--- src/rtl/mul_div_sequencer.sv ---
// Multi-cycle unsigned MUL / DIVU sequencer that drives a shared external 32-bit adder one step per clock.
// Optional macro MULDIV_DIV_EN adds the DIVU path; without it every start runs MUL.
module mul_div_sequencer #(
    parameter int WIDTH = 32
) (
    input  logic             clk,
    input  logic             rst,
    input  logic             start,
    input  logic             op,
    input  logic [WIDTH-1:0] a,
    input  logic [WIDTH-1:0] b,
    output logic             busy,
    output logic             done,
    output logic [WIDTH-1:0] result_lo,
    output logic [WIDTH-1:0] result_hi,
    output logic             div_by_zero,
    output logic [WIDTH-1:0] fa_x,
    output logic [WIDTH-1:0] fa_y,
    output logic             fa_cin,
    input  logic [WIDTH-1:0] fa_sum,
    input  logic             fa_cout
);
    localparam int            CW   = $clog2(WIDTH);
    localparam logic [CW-1:0] LAST = CW'(WIDTH - 1);

    typedef enum logic [1:0] {S_IDLE, S_CALC, S_DONE} state_t;

    state_t           r_state;
    logic [CW-1:0]    r_cnt;
    logic [WIDTH-1:0] r_hi;      // MUL: product high half; DIVU: partial remainder
    logic [WIDTH-1:0] r_lo;      // MUL: multiplier / product low half; DIVU: dividend / quotient
    logic [WIDTH-1:0] r_m;       // MUL: multiplicand; DIVU: divisor
    logic [WIDTH-1:0] r_res_lo;
    logic [WIDTH-1:0] r_res_hi;
    logic             r_busy;
    logic             r_done;
    logic             r_dbz;

    logic             w_is_div;
    logic             w_start_div;
    logic             w_calc;
    logic [WIDTH-1:0] w_s;
    logic [WIDTH-1:0] w_hi_n;
    logic [WIDTH-1:0] w_lo_n;

`ifdef MULDIV_DIV_EN
    logic r_op;
    assign w_is_div    = r_op;
    assign w_start_div = op;
`else
    logic w_unused_op;
    assign w_unused_op = op;
    assign w_is_div    = 1'b0;
    assign w_start_div = 1'b0;
`endif

    assign busy        = r_busy;
    assign done        = r_done;
    assign result_lo   = r_res_lo;
    assign result_hi   = r_res_hi;
    assign div_by_zero = r_dbz;

    // Adder operands depend only on state registers, so the loop through the parent's adder is acyclic.
    assign w_calc = (r_state == S_CALC);
    assign w_s    = {r_hi[WIDTH-2:0], r_lo[WIDTH-1]};
    assign fa_x   = w_calc ? (w_is_div ? w_s : r_hi) : '0;
    assign fa_y   = w_calc ? r_m : '0;
    assign fa_cin = w_calc & w_is_div;

    always_comb begin
        w_hi_n = r_hi;
        w_lo_n = r_lo;
        if (w_is_div) begin
            // A set top bit of the shifted remainder means it already exceeds any 32-bit divisor.
            if (r_hi[WIDTH-1] | fa_cout) begin
                w_hi_n = fa_sum;
                w_lo_n = {r_lo[WIDTH-2:0], 1'b1};
            end else begin
                w_hi_n = w_s;
                w_lo_n = {r_lo[WIDTH-2:0], 1'b0};
            end
        end else if (r_lo[0]) begin
            w_hi_n = {fa_cout, fa_sum[WIDTH-1:1]};
            w_lo_n = {fa_sum[0], r_lo[WIDTH-1:1]};
        end else begin
            w_hi_n = {1'b0, r_hi[WIDTH-1:1]};
            w_lo_n = {r_hi[0], r_lo[WIDTH-1:1]};
        end
    end

    always_ff @(posedge clk) begin
        if (rst) begin
            r_state  <= S_IDLE;
            r_cnt    <= '0;
            r_hi     <= '0;
            r_lo     <= '0;
            r_m      <= '0;
            r_res_lo <= '0;
            r_res_hi <= '0;
            r_busy   <= 1'b0;
            r_done   <= 1'b0;
            r_dbz    <= 1'b0;
`ifdef MULDIV_DIV_EN
            r_op     <= 1'b0;
`endif
        end else begin
            case (r_state)
                S_CALC: begin
                    r_hi  <= w_hi_n;
                    r_lo  <= w_lo_n;
                    r_cnt <= r_cnt + 1'b1;
                    if (r_cnt == LAST) begin
                        r_state  <= S_DONE;
                        r_busy   <= 1'b0;
                        r_done   <= 1'b1;
                        r_res_lo <= w_lo_n;
                        r_res_hi <= w_hi_n;
                    end
                end
                default: begin
                    r_done  <= 1'b0;
                    r_state <= S_IDLE;
                    if (start) begin
                        r_dbz <= 1'b0;
                        r_hi  <= '0;
                        r_cnt <= '0;
`ifdef MULDIV_DIV_EN
                        r_op  <= op;
`endif
                        if (w_start_div) begin
                            r_lo <= a;
                            r_m  <= b;
                        end else begin
                            r_lo <= b;
                            r_m  <= a;
                        end
                        // Division by zero skips CALC: results are known at acceptance.
                        if (w_start_div && (b == '0)) begin
                            r_state  <= S_DONE;
                            r_done   <= 1'b1;
                            r_res_lo <= '1;
                            r_res_hi <= a;
                            r_dbz    <= 1'b1;
                        end else begin
                            r_state <= S_CALC;
                            r_busy  <= 1'b1;
                        end
                    end
                end
            endcase
        end
    end

endmodule
--- config.mk ---
export PLATFORM = sky130hd
export DESIGN_NAME = mul_div_sequencer
export DESIGN_NICKNAME = d
export VERILOG_FILES = /design/src/rtl/mul_div_sequencer.sv
export SDC_FILE = /design/constraint.sdc
export NUM_CORES = 1
export LEC_CHECK = 0
export CAP_MARGIN = 20
export CORE_ASPECT_RATIO = 1.75
export CORE_UTILIZATION = 50
export CTS_CLUSTER_SIZE = 16
export DETAILED_ROUTE_END_ITERATION = 6
export GPL_TIMING_DRIVEN = 0
export PLACE_DENSITY = 0.86
export SYNTH_ARGS = -nofsm -noshare
export SYNTH_HDL_FRONTEND = slang
export SYNTH_SLANG_ARGS = --single-unit
--- constraint.sdc ---
create_clock -name clk -period 3.9 [get_ports clk]
set_input_delay 0.585 -clock clk [delete_from_list [all_inputs] [get_ports clk]]
set_output_delay 0.585 -clock clk [all_outputs]
set_load 0.05 [all_outputs]
==> impl_metrics.tcl, run 1 <==
set metrics [dict create \
    syn_inst 755 \
    setup_slack_ns 0.865 \
    critPathCaptureType "primary output" \
    report.power.total_mw 3.91 \
    synthSimpleGateAreaFrac 0.161 \
    synthMuxAreaShare 0.0906 \
    final_common_cell "clkdlybuf4s50_1" \
    drt_iter0_markers 343 \
    cts_setup_buffers 0 \
    core_region_area_um2 13900 \
    synth_edf_count 0 \
    gp_congestion 0.802 \
    rows 57 \
    critPathLaunch "r_state[1]$_SDFFE_PP0P_" \
    power.density_nw_per_um2 385 \
    cp.arrival_ns 2.45 \
    start_util 0.512 \
    antenna_cells 0 \
    hold_path_class "reg2reg" \
    clk_latency_ns 0.41 \
    reg2reg_from "r_cnt[0]$_SDFFE_PP0P_" \
    timing.fmax_mhz 329 \
    rsz0062_at_grt "no" \
    fillCellCount 1098 \
    ys_warn_count 0 \
    drtAntennaViolNets 0 \
    synth_top_family_by_area "compound AO/OA/AOI/OAI gates" \
    synth-compound-area-share 0.201 \
    grt_start_max_net_pins 17 \
    worstSetupPathType "reg2out" \
    syn_area_um2 7120 \
    ys_seq_area_frac 0.475 \
    mostFrequentLayoutCells "clkdlybuf4s50_1 (227), dfxtp_1 (169), a21oi_1 (68)" \
    worstHoldPathCells 2 \
    clock_path_buffers 2 \
    syn_avg_cell_area_um2 9.43 \
    r2r_cells 7 \
    path_clk_slew_ns 0.07 \
    crit_required_ns 3.31 \
    synthArstFlopShare 0 \
    crit_chain "and2b_4, buf_6, clkbuf_2, and2_1, clkdlybuf4s50_1" \
    dpl_worst_slack_ns 1.30 \
    fin_nets 1106 \
    dp_cells 1160 \
    synthFlopType "dfxtp_1" \
    drv_slew 0 \
    status "finished, final reports clean" \
    die_h_um 160 \
    fin_crit_ns 3.04 \
    area_delta_synth_final_pct 42.8 \
    ys_ff_latch 169 \
    hpwl_um 15800 \
    synth_top_area_cell "dfxtp_1" \
    gr-total-overflow 0 \
    cts_buffers 17 \
    hold_viol 0 \
    die_area_um2 14700 \
    grt_usage 0.283 \
    cap_viol_max_count 0 \
    hold_buffers 0 \
    clock_sinks 169 \
    synth_top_area_frac 0.475 \
    io_buffer_count 227 \
    min_from "result_lo[18]$_SDFFE_PP0P_" \
    vias 6430 \
    finalCritPeriodShare 0.778 \
    io_pins 233 \
    clock_skew_ns 0.00829 \
    grt_pass1_wl_um 32700 \
    drtPass1Iterations 5 \
    setup_viol 0 \
    totalWireLength_um 20700 \
    die_w_um 92.2 \
    synth_xor_area_frac 0.00123 \
    viasPerCell 5.40 \
    yosysUniqueCellTypes 33 \
    htreeDepth 4 \
    slew-limit-headroom 0.507 \
    critPathLaunchType "flop" \
    ir_drop_mv 0.313 \
    instances_no_fill 1190 \
    p_leak_nw 3.68 \
    worst_path_max_delay_cell "clkdlybuf4s50_1" \
    critical-path-max-stage-delay_ns 0.84 \
    tns_ns 0 \
    synthAdderAreaFrac 0.00527 \
    wire_per_inst_um 17.4 \
    cts_tree "built" \
    synthTopCellsByArea "dfxtp_1 (47%), mux2i_1 (8.9%), and2_1 (5.7%)" \
    drive_gt1_frac 0.109 \
    drc 0 \
    path_max_fanout 10 \
    grt_pass1_vias 6526 \
    tightest_slew_ns 0.739 \
    postCtsResizedCells 0 \
    root_buffer "clkbuf_16" \
    antenna_found_initial 0 \
]
==> cells in the mapped netlist (3+ instances only) <==
library cell    n
nor2_1         66
ha_1            3
a211oi_1       46
clkbuf_1       15
and2_1         65
dfxtp_1       169
buf_6          13
buf_1           5
nand2b_1        4
o2bb2ai_1      29
buf_4          13
nand2_1        64
a211oi_2       21
clkbuf_2        5
nand3_1        35
o21ai_0        32
buf_2          22
mux2i_1        63
a21oi_1        68
a22o_1          3
==> sequential cells by signal, summed over array words and instances, names as in the netlist <==
| name | cells |
|---|---|
| done | 1 |
| result_lo | 32 |
| r_hi | 32 |
| result_hi | 32 |
| r_m | 32 |
| r_cnt | 5 |
| r_state | 2 |
| r_lo | 32 |
| busy | 1 |
==> critical path: cells and delay by family, from the launching register on <==
kind | cells | cell delay [ns]
buffers and inverters | 3 | 1.25
and+or+nand+nor | 2 | 0.47
DFF | 1 | 0.32
==> path summary, 6_finish.rpt <==
| path | end | slack [ns] |
|---|---|---|
| max | fa_y[1] | 0.86 |
| min | result_lo[18]$_SDFFE_PP0P_ | 0.45 |
| max reg2reg | result_lo[26]$_SDFFE_PP0P_ | 1.89 |
| min reg2reg | result_lo[18]$_SDFFE_PP0P_ | 0.45 |
==> per-stage QoR <==
stage / hold slack [ns] / cell area (um2) / utilization
global route: 0.471 / 10200 / 0.731
finish: 0.455 / 10200 / 0.731
global placement: 0.442 / 9620 / 0.692
floorplan: 0.441 / 7130 / -
CTS: 0.457 / 10200 / 0.731
detailed placement: 0.448 / 9620 / 0.692
==> area by class of cell <==
| cell class | instances | area, um2 | area share |
|---|---|---|---|
| plain buffers | 74 | 462 | 0.0454 |
| clock buffers | 17 | 425 | 0.0418 |
| clock inverters | 13 | 123 | 0.0121 |
| inverters | 1 | 3.75 | 0.000369 |
| multi-input cells | 512 | 3280 | 0.322 |
| flip-flops and latches | 169 | 3380 | 0.333 |
| well taps | 177 | 221 | 0.0218 |
| repair buffers | 227 | 2270 | 0.223 |
==> power by group <==
| part | internal, mW | switching [mW] |
|---|---|---|
| combinational | 0.229 | 0.270 |
| sequential | 1.79 | 0.0417 |
| clock | 0.876 | 0.705 |
==> metal layers <==
metal	routed length [um]	GRT usage
met5	0	0
met2	11300	0.535
met3	1050	0.0576
met4	906	0.144
met1	7440	0.285
==> kinds of logic after synthesis <==
kind of cell             Yosys count
flip-flops                       169
buffers and inverters             75
AND/OR/NAND/NOR                  240
multiplexers                      64
AO/OA/AOI/OAI                    202
other                              1
XOR/XNOR                           1
adder cells (fa/ha/maj)            3
No activity file was read; power rests on OpenSTA's default activity.
==> inputs of run 2 (changes only) <==
--- a/config.mk
+++ b/config.mk
@@ -7,11 +7,11 @@
 export LEC_CHECK = 0
 export CAP_MARGIN = 20
 export CORE_ASPECT_RATIO = 1.75
-export CORE_UTILIZATION = 50
+export CORE_UTILIZATION = 46
 export CTS_CLUSTER_SIZE = 16
 export DETAILED_ROUTE_END_ITERATION = 6
 export GPL_TIMING_DRIVEN = 0
-export PLACE_DENSITY = 0.86
+export PLACE_DENSITY = 0.8
 export SYNTH_ARGS = -nofsm -noshare
 export SYNTH_HDL_FRONTEND = slang
 export SYNTH_SLANG_ARGS = --single-unit
==> constraint.sdc (replaced) <==
create_clock -name clk -period 3.15 [get_ports clk]
set_input_delay 0.4725 -clock clk [delete_from_list [all_inputs] [get_ports clk]]
set_output_delay 0.4725 -clock clk [all_outputs]
set_load 0.05 [all_outputs]
==> run 2 against run 1 <==
Effect of this change:
- final cell count is 0.84% higher
- hold slack better by 0.0026 ns
- total power is 26% higher
- critical path type unchanged
- critical path depth stayed put
- critical endpoint unchanged
- clock skew is 0.0080 ns higher
- combinational power is 24% higher
- sequential cell count stayed put
- routed wire length is 0.58% higher
- sequential share of layout area is 0.12 points lower
- non-clock buffer count stayed put
==> impl_metrics.tcl, run 2 (synthesized netlist as in run 1, its figures left out) <==
set metrics [dict create \
    area_delta_synth_final_pct 43.3 \
    grt_usage 0.265 \
    hold_buffers 0 \
    p_leak_nw 3.71 \
    report.power.total_mw 4.91 \
    drtPass1Iterations 4 \
    critPathLaunchType "flop" \
    critPathLaunch "r_state[1]$_SDFFE_PP0P_" \
    dr_wl_met2_um 11500 \
    top_layer "met4" \
    clock_path_buffers 2 \
    wire_per_inst_um 17.4 \
    regArea_um2 3380 \
    tightest_slew_ns 0.734 \
    crit_required_ns 2.68 \
    clock_skew_ns 0.0163 \
    worstSetupPathType "reg2out" \
    clkPwrFrac 0.413 \
    p_int_mw 3.55 \
    drc 0 \
    power.switching_mw 1.35 \
    status "finished, final reports clean" \
    wl_met1_um 7570 \
    drv_slew 0 \
    swShare 0.276 \
    mostFrequentLayoutCells "clkdlybuf4s50_1 (227), dfxtp_1 (169), a21oi_1 (68)" \
    hold_viol 0 \
    postCtsResizedCells 0 \
    power_frac_comb 0.126 \
    rrSetupSlack_ns 1.20 \
    root_buffer "clkbuf_16" \
    clock_sinks 169 \
    grt_start_max_net_pins 19 \
    slew-limit-headroom 0.511 \
    cts_setup_buffers 0 \
    totalWireLength_um 20800 \
    worst_path_max_delay_cell "clkdlybuf4s50_1" \
    timing.fmax_mhz 341 \
    drtAntennaViolNets 0 \
    cts_tree "built" \
    io_pins 233 \
    final_common_cell "clkdlybuf4s50_1" \
    whs_ns 0.457 \
    min_from "result_lo[0]$_SDFFE_PP0P_" \
    fin_nets 1106 \
    rows 59 \
    cp.arrival_ns 2.46 \
    fillCellCount 1256 \
    reg2reg_from "r_cnt[0]$_SDFFE_PP0P_" \
    rsz0062_at_grt "no" \
    gp_congestion 0.790 \
    hold_path_class "reg2reg" \
    htreeDepth 4 \
    finalCritPeriodShare 0.932 \
    drt_iter0_markers 185 \
    die_area_um2 16000 \
    power.density_nw_per_um2 481 \
    die_h_um 167 \
    ir_drop_mv 0.324 \
    path_clk_slew_ns 0.07 \
    start_util 0.475 \
    setup_viol 0 \
    drive_gt1_frac 0.110 \
    crit_chain "and2b_4, buf_6, clkbuf_2, and2_1, clkdlybuf4s50_1" \
    cts_buffers 17 \
    met3_length_um 1020 \
    path_max_fanout 10 \
    critical-path-max-stage-delay_ns 0.84 \
    die_w_um 96.1 \
    critPathCaptureType "primary output" \
    cap_viol_max_count 0 \
    viasPerCell 5.29 \
    antenna_found_initial 2 \
    hpwl_um 15900 \
    gr-total-overflow 0 \
    tns_ns 0 \
    fin_crit_ns 2.94 \
    io_buffer_count 227 \
    clk_latency_ns 0.42 \
    seqPwrFrac 0.461 \
    core_region_area_um2 15000 \
    grt_pass1_wl_um 32600 \
    vias 6351 \
    grt_pass1_vias 6428 \
    multi_input_area_um2 3280 \
]
[run 2: cell types whose count changed in the layout (fill, tap and decap cells not counted), sizes merged]
cell | before | now
inv | 4 | 12
clkinvlp | 7 | 1
diode | 0 | 2
bufinv | 1 | 0
clkinv | 2 | 3
[run 2: layer usage]
layer  vias to the layer above  global-route usage
met5                         -                   0
met4                         0               0.124
met3                        40              0.0516
met2                       176               0.494
met1                      2999               0.272
li1                       3136                   -
[run 2: worst paths after layout]
check,endpoint,cells after the start
max,fa_y[1],5
min,result_lo[0]$_SDFFE_PP0P_,2
max reg2reg,result_lo[25]$_SDFFE_PP0P_,7
min reg2reg,result_lo[0]$_SDFFE_PP0P_,2
[run 2: power by group through the flow]
stage / Combinational [mW] / Sequential, mW / Clock, mW
finish: 0.618 / 2.26 / 2.03
CTS: 0.624 / 2.26 / 2.06
detailed placement: 0.621 / 2.31 / 0
floorplan: 0.370 / 2.30 / 0
global route: 0.665 / 2.27 / 2.15
global placement: 0.614 / 2.31 / 0
[run 2: final cells by class]
class | instances | share of cell area
tap | 183 | 0.0224
clock buffer | 17 | 0.0417
multi-input combinational | 512 | 0.321
sequential | 169 | 0.332
antenna | 2 | 0.000490
clock inverter | 15 | 0.0143
inverter | 1 | 0.000368
timing repair buffer | 227 | 0.223
buffer | 74 | 0.0452
[run 2: metrics by stage]
stage | cells | utilization | instance area (um2) | setup WS [ns]
floorplan | 756 | - | 7130 | 1.40
detailed placement | 1166 | 0.642 | 9630 | 0.632
global route | 1200 | 0.681 | 10200 | 0.108
global placement | 1166 | 0.642 | 9630 | 0.642
finish | 1200 | 0.681 | 10200 | 0.214
CTS | 1198 | 0.681 | 10200 | 0.193
[run 2: worst max-delay path, delay by kind of cell (launching register included)]
family,cells,cell delay (ns)
AND/OR/NAND/NOR,2,0.47
buffers and inverters,3,1.26
flip-flops,1,0.32
